===== config.mk =====
export PLATFORM = sky130hd
export DESIGN_NAME = hyper_cordic_ctrl
export DESIGN_NICKNAME = d
export VERILOG_FILES = /design/src/rtl/hyper_cordic_ctrl.sv
export SDC_FILE = /design/constraint.sdc
export NUM_CORES = 1
export LEC_CHECK = 0
export BUFFER_PORTS_ARGS = -buffer_cell sky130_fd_sc_hd__buf_2
export CAP_MARGIN = 5
export CORE_MARGIN = 2
export CORE_UTILIZATION = 45
export CTS_CLUSTER_SIZE = 28
export DETAILED_ROUTE_END_ITERATION = 16
export HOLD_SLACK_MARGIN = 0.02
export MAX_ROUTING_LAYER = met4
export PLACE_DENSITY = 0.7
export SYNTH_ARGS = -nofsm -noshare
export SYNTH_HDL_FRONTEND = slang
export SYNTH_SLANG_ARGS = --single-unit

===== constraint.sdc =====
create_clock -name iClk -period 3.9 [get_ports iClk]
set_input_delay 0 -clock iClk [delete_from_list [all_inputs] [get_ports iClk]]
set_output_delay 0 -clock iClk [all_outputs]
set_load 0.03 [all_outputs]

===== src/rtl/hyper_cordic_ctrl.sv =====
// Iteration sequencer for a hyperbolic CORDIC shift-add datapath: accepts a request,
// range-checks the angle, loads the datapath, then walks the repeat-at-4/13 shift schedule.
module hyper_cordic_ctrl #(
  parameter int IDWIDTH = 16,
  parameter int N_ITER  = 8,
  parameter int Z_LIMIT = 17
) (
  input  logic               iClk,
  input  logic               iRst_n,
  input  logic               iValid,
  output logic               oReady,
  input  logic               iMode,
  input  logic [IDWIDTH-1:0] iZ,
  output logic               oLoad,
  output logic               oIterEn,
  output logic [3:0]         oShift,
  output logic               oDir,
  input  logic               iZSign,
  input  logic               iYSign,
  output logic [3:0]         oStep,
  output logic               oValid,
  output logic               oErr,
  input  logic               iOutReady
);

  localparam int N_STEPS = N_ITER + ((N_ITER >= 4) ? 1 : 0) + ((N_ITER >= 13) ? 1 : 0);
  localparam logic [4:0] LAST_STEP = 5'(N_STEPS - 1);

  typedef enum logic [1:0] {IDLE, LOAD, ITER, DONE} state_t;

  state_t             state_q, state_d;
  logic [4:0]         step_q, step_d;
  logic [3:0]         shift_q, shift_d;
  logic               mode_q, mode_d;
  logic               err_q, err_d;
  logic               load_q, load_d;
  logic               iter_en_q, iter_en_d;
  logic               valid_q, valid_d;
  logic               err_out_q, err_out_d;
  logic [IDWIDTH-1:0] z_abs;
  logic               z_oor;

  // Step index to shift amount: shifts 4 and 13 each occupy two consecutive steps.
  function automatic logic [3:0] shift_of(input logic [4:0] step);
    logic [4:0] s;
    s = step + 5'd1;
    if (N_ITER >= 4 && step >= 5'd4) s = s - 5'd1;
    if (N_ITER >= 13 && step >= 5'd14) s = s - 5'd1;
    return s[3:0];
  endfunction

  // The most-negative code has no positive twin, so it is flagged explicitly.
  assign z_abs = iZ[IDWIDTH-1] ? (~iZ + IDWIDTH'(1)) : iZ;
  assign z_oor = (iZ == {1'b1, {(IDWIDTH-1){1'b0}}}) || (z_abs > IDWIDTH'(Z_LIMIT));

  always_comb begin
    state_d = state_q;
    step_d  = step_q;
    mode_d  = mode_q;
    err_d   = err_q;
    unique case (state_q)
      IDLE: begin
        step_d = 5'd0;
        if (iValid) begin
          mode_d  = iMode;
          err_d   = ~iMode & z_oor;
          state_d = LOAD;
        end
      end
      // A rejected angle still spends this cycle here (without oLoad) before reporting.
      LOAD: begin
        step_d  = 5'd0;
        state_d = err_q ? DONE : ITER;
      end
      ITER: begin
        if (step_q == LAST_STEP) begin
          step_d  = 5'd0;
          state_d = DONE;
        end else begin
          step_d = step_q + 5'd1;
        end
      end
      DONE: begin
        if (iOutReady) begin
          err_d   = 1'b0;
          state_d = IDLE;
        end
      end
      default: state_d = IDLE;
    endcase
    shift_d   = shift_of(step_d);
    load_d    = (state_d == LOAD) & ~err_d;
    iter_en_d = (state_d == ITER);
    valid_d   = (state_d == DONE);
    err_out_d = (state_d == DONE) & err_d;
  end

  always_ff @(posedge iClk or negedge iRst_n) begin
    if (!iRst_n) begin
      state_q   <= IDLE;
      step_q    <= 5'd0;
      shift_q   <= 4'd1;
      mode_q    <= 1'b0;
      err_q     <= 1'b0;
      load_q    <= 1'b0;
      iter_en_q <= 1'b0;
      valid_q   <= 1'b0;
      err_out_q <= 1'b0;
    end else begin
      state_q   <= state_d;
      step_q    <= step_d;
      shift_q   <= shift_d;
      mode_q    <= mode_d;
      err_q     <= err_d;
      load_q    <= load_d;
      iter_en_q <= iter_en_d;
      valid_q   <= valid_d;
      err_out_q <= err_out_d;
    end
  end

  assign oReady  = (state_q == IDLE);
  assign oLoad   = load_q;
  assign oIterEn = iter_en_q;
  assign oShift  = shift_q;
  assign oStep   = step_q[3:0];
  assign oValid  = valid_q;
  assign oErr    = err_out_q;
  assign oDir    = iter_en_q & (mode_q ? iYSign : ~iZSign);

endmodule


# ---- Word-level counts from Yosys, hierarchy flattened
# Cells that the tools add are included.
# Widths: inputs -> output; s select.
dict set report word_totals {
  regBits 17
  output_inout_bits 14
  wordCells 48
}
dict set report op_classes {
  addsub 4
  order_cmp 2
  eq_ne 8
  muxes 13
  bitwise_logic 8
  n_reduce_logical 4
}
# cell count
set ops {}
lappend ops {{$add 16x1->16 const B} 1}
lappend ops {{$eq 16x16->1 const B} 1}
lappend ops {{$gt 16x5->1 const B} 1}
lappend ops {{$mux 16} 1}
lappend ops {{$not 16->16} 1}
lappend ops {{$pmux 5 s2} 1}
lappend ops {{$eq 2x2->1 const B} 4}
lappend ops {{$pmux 2 s4} 1}
lappend ops {{$mux 2} 3}
lappend ops {{$add 5x1->5 const B} 1}
lappend ops {{$eq 5x4->1 const B} 1}
lappend ops {{$ge 5x3->1 const B} 1}
lappend ops {{$mux 5} 1}
lappend ops {{$add 4x1->4 const B} 1}
lappend ops {{$and 1x1->1} 4}
lappend ops {{$eq 2x1->1 const B} 2}
lappend ops {{$mux 1} 4}
lappend ops {{$mux 4} 1}
lappend ops {{$sub 4x1->4 const B} 1}
lappend ops {{$not 1->1} 3}
lappend ops {{$logic_not 2->1} 1}
lappend ops {{$pmux 1 s2} 1}
lappend ops {{$reduce_and 2->1} 1}
lappend ops {{$reduce_or 2->1} 1}
lappend ops {{$logic_or 1x1->1} 1}

# ---- Longest topological paths before layout
dict set report logic_depth {
  word_depth 10
  mapped_depth 11
}

# ---- Worst setup path after synthesis
# OpenSTA, ideal clock, no wires.
dict set report synth_path {
  path_type {register -> register}
  startpoint {reg step_q[0]}
  endpoint {reg shift_q[3], in the netlist oShift[3]}
  setup_ps 80
  arrival_ps 2357
  t_required_ps 3820
  slack_ps 1463
  stages_incl_launch_ff 11
  n_path_buf 1
  period_less_slack_ps 2437
  path_cell_list {dfrtp_1 -> buf_6 -> inv_1 -> ha_1 -> nand4bb_2 -> a22oi_2 -> ha_1 -> or4_4 -> mux2i_1 -> a22oi_1 -> xnor2_1}
}
dict set report synth_via {
  elab_chain_cells 6
  word_cells_on_any_way 8
}
# item line
set synth_lines {}
lappend synth_lines {{start: declaration} 32} ;# logic [4:0] step_q, step_d;
lappend synth_lines {{start signal: assignment} 111} ;# step_q <= step_d;
lappend synth_lines {{$add 5x1->5 or $eq 5x4->1 (tied branches)} {80, 76}}
lappend synth_lines {{$mux 5} 76} ;# if (step_q == LAST_STEP) begin
lappend synth_lines {{$pmux 5 s2 (*)} 61} ;# unique case (state_q)
lappend synth_lines {{$add 4x1->4} 46} ;# s = step + 5'd1;
lappend synth_lines {{$sub 4x1->4} 47} ;# if (N_ITER >= 4 && step >= 5'd4) s = s - 5'd1;
lappend synth_lines {{$mux 4 (*)} 47}
lappend synth_lines {{named net shift_d[3]} 33} ;# logic [3:0] shift_q, shift_d;
lappend synth_lines {{end signal: assignment} 112} ;# shift_q <= shift_d;
lappend synth_lines {{end: declaration} 33}
# The timed path passes the listed nets; every way through them passes the cells marked *.
# A chain may end at the register's enable or synchronous reset.

# ---- Final worst setup path
dict set report layout_path {
  startpoint {reg state_q[0]}
  endpoint {reg shift_q[3], in the netlist oShift[3]}
}
dict set report layout_via {
  elab_chain_cells 6
  word_cells_on_any_way 9
}
# item line
set layout_lines {}
lappend layout_lines {{start: declaration} 31} ;# state_t state_q, state_d;
lappend layout_lines {{start signal: assignment} 110} ;# state_q <= state_d;
lappend layout_lines {{$eq 2x1->1 or $logic_not 2->1 (tied branches)} 61}
lappend layout_lines {{$reduce_or 2->1 (no source line)} --}
lappend layout_lines {{$pmux 5 s2 (*)} 61}
lappend layout_lines {{$add 4x1->4} 46}
lappend layout_lines {{$sub 4x1->4} 47}
lappend layout_lines {{$mux 4 (*)} 47}
lappend layout_lines {{named net shift_d[3]} 33}
# Marks and branches as above.

==> metrics.txt <==
measured slew at the worst slew-check pin 0.560 ns; Total GRT Usage 19.6%; CTS clk-pin slew, worst paths 0.10 ns; Critical R2R Launch state_q[0]; crit path max fanout 5; Worst EP required about 4 ns; Starting Density 47.1%; Final nets approximately 230; fin crit share 67.4%; Adder-Cell Fraction of Synth Area 8.70%; Synth Area in Simple Gates 26.7%; worst setup path category register to register; number of global-route vias before repair 1,279; count of cell types in the netlist 51; final antenna diode count 0; CP delay by family, top simple AND/OR/NAND/NOR gates; commonest non-fill, non-tap cell in the layout buf_2; number of synthesized flops with an enable pin 0; Synth Area in XOR/XNOR 4.26%; CP max stage cell or4_4; Slew HR 62.3%; TritonRoute pass-1 iters 5; hold path depth 3; most frequent cells in the layout 36 x buf_2, 16 x dfrtp_1, 14 x inv_1, 11 x a21oi_1, 11 x nor2_1; reg2reg end oShift[3]; vias roughly 1,400; crit path buf inv count 1; flops & latches, synth 17; hold_sp iValid; clk_skew 0.00276 ns; Row Count 20; CP Launch Type register; crit path DAT 2.84 ns; Post-CTS Resized 0; Avg Cell Area, Syn 8.88 µm²; mux contribution to synthesized area 2.17%; Die Span X about 60 µm; CP Cell Sequence inv_1 -> ha_1 -> nor3b_2 -> a22oi_2 -> ha_1 -> or4_4 -> mux2i_1 -> a22oi_1 -> xnor2_1; vias per cell 5.62; CTS tree done; fmax 380 MHz; Buffers on Ports 36; status finished clean; wire per inst 13.5 µm; final core occ 54.5%; drt first-iter violations 68; RSZ-0062 raised after global routing false; H-tree depth 1; Inserted Clock Buffers 3; total congestion overflow 0; Critical Path Sink Type register; Hold Crit Class input port to register; # fillers 293; endpoints failing setup 0; DIE HEIGHT 60.5 µm; Final HPWL DP 2600 µm; Clk Latency, worst-skew pair between 0.2 and 0.3 ns; P per Cell Area 456 nW/µm²; compound-gate portion of the synthesized area 21.0%; worst vdd ir 0.000151 V; Fin Setup TNS 0 ns; Async S/R FF share, synth 100%; clock root buffer master clkbuf_4; gpl congestion 0.825; final wirelength 3260 µm; Die ar. 3670 µm²; largest net degree at the start of global routing 18; register area share after synthesis 29.7%; initial antenna violation count 0; fin crit period 2.63 ns; CTS max path bufs 2; Worst Reg-to-Reg Cells 9; CP most frequent cell ha_1; first-pass GRT wire length 5290 µm; share of cells above drive strength 1 25.4%; Ys Warns 0; Leakage 0.000823 µW; Synth Flop Type dfrtp_1; Max Cap Viol 0; main combinational cell family by area after synthesis simple AND/OR/NAND/NOR gates; area growth from synthesis to layout 15.7%; Final ANT Viol Nets 0; fin. max-slew vios 0; Hold Vio Cnt, Final 0; residual DRC count 0; Hold Path End mode_q; r2r setup slk 1.27 ns; Synthesized Nets 195; CTS sink cnt 17; synthesized instance count between 150 and 200; synthesized area 1440 µm²; core box area 3050 µm²; crit-path max cell delay 0.56 ns; boundary pin count 37
==> logic make-up (layout without fill, tap and decap cells) <==
family,Yosys count,in the layout
mux,3,3
compound gates,43,43
xor+xnor,7,7
simple gates,61,61
flops,17,17
fa+ha+maj,10,10
buf+inv,21,56
==> registers in the layout, indices dropped and copies added, names as in the netlist <==
signal	cells
oIterEn	1
step_q	5
err_q	1
oValid	1
oLoad	1
state_q	2
oErr	1
mode_q	1
oShift	4
==> synth_stat cells (3+ instances only) <==
| cell | count | area (µm²) |
|---|---|---|
| xor2_1 | 5 | 43.8 |
| a21o_1 | 3 | 22.5 |
| nand3_1 | 3 | 15.0 |
| nand2b_1 | 3 | 18.8 |
| dfrtp_1 | 16 | 400 |
| a21oi_1 | 11 | 55.1 |
| inv_1 | 14 | 52.6 |
| nor3_1 | 4 | 20.0 |
| nor4_1 | 3 | 18.8 |
| buf_4 | 4 | 30.0 |
| nand2_1 | 10 | 37.5 |
| and2_1 | 3 | 18.8 |
| o21ai_0 | 4 | 20.0 |
| ha_1 | 10 | 125 |
| nor2b_1 | 8 | 50.1 |
| nor2_1 | 11 | 41.3 |
| a22oi_1 | 3 | 22.5 |
==> worst register-to-register path, delay by kind of cell, from the launching register on <==
family	cells	cell delay, ns
buf+inv	1	0.11
simple gates	2	0.73
fa+ha+maj	2	0.55
compound gates	2	0.49
xor+xnor	1	0.14
flops	1	0.40
mux	1	0.14
==> metrics by stage <==
step | hold slack (ns) | power, µW | setup WS (ns) | std cells | cell area, µm²
floorplan | -0.296 | 587 | 1.46 | 162 | 1440
global placement | -0.0725 | 653 | 1.36 | 235 | 1620
detailed placement | -0.0657 | 670 | 1.29 | 235 | 1620
CTS | 0.0691 | 765 | 1.26 | 241 | 1670
global route | 0.107 | 820 | 1.13 | 241 | 1670
finish | 0.0769 | 759 | 1.27 | 241 | 1670
==> repair_timing <==
action	4_1_cts	5_1_grt
hold endpoints to repair	18	0
buffers inserted	0	0
hold buffers	2	0
==> how the worst max path moves through the flow <==
stage | startpoint | cells past startpoint | end | slack [ns]
floorplan | step_q[0] | 10 | oShift[3] | 1.46
global placement | state_q[0] | 9 | oShift[3] | 1.36
detailed placement | state_q[0] | 9 | oShift[3] | 1.29
CTS | state_q[0] | 9 | oShift[3] | 1.26
global route | state_q[0] | 9 | oShift[3] | 1.13
finish | state_q[0] | 9 | oShift[3] | 1.27
==> routing by layer <==
layer / routed length (µm) / GRT usage [%] / up-vias
met4: 63 / 9.01 / 0
met5: 0 / - / -
met3: 141 / 2.13 / 6
met1: 1410 / 21.9 / 650
li1: - / - / 658
met2: 1640 / 34.9 / 41
==> final cells by class <==
| class | count | area [µm²] | area share (%) |
|---|---|---|---|
| clock inverter | 1 | 5.00 | 0.301 |
| timing repair buffer | 38 | 200 | 12.0 |
| inverter | 14 | 52.6 | 3.16 |
| multi-input combinational | 124 | 903 | 54.2 |
| tap | 44 | 55.1 | 3.31 |
| clock buffer | 3 | 22.5 | 1.35 |
| sequential | 17 | 427 | 25.6 |
==> power by group <==
part	switching, µW	internal [µW]
Sequential	39.8	225
Combinational	253	149
Clock	53.5	38.1
Total	346	412
No activity file was read; power rests on OpenSTA's default activity.
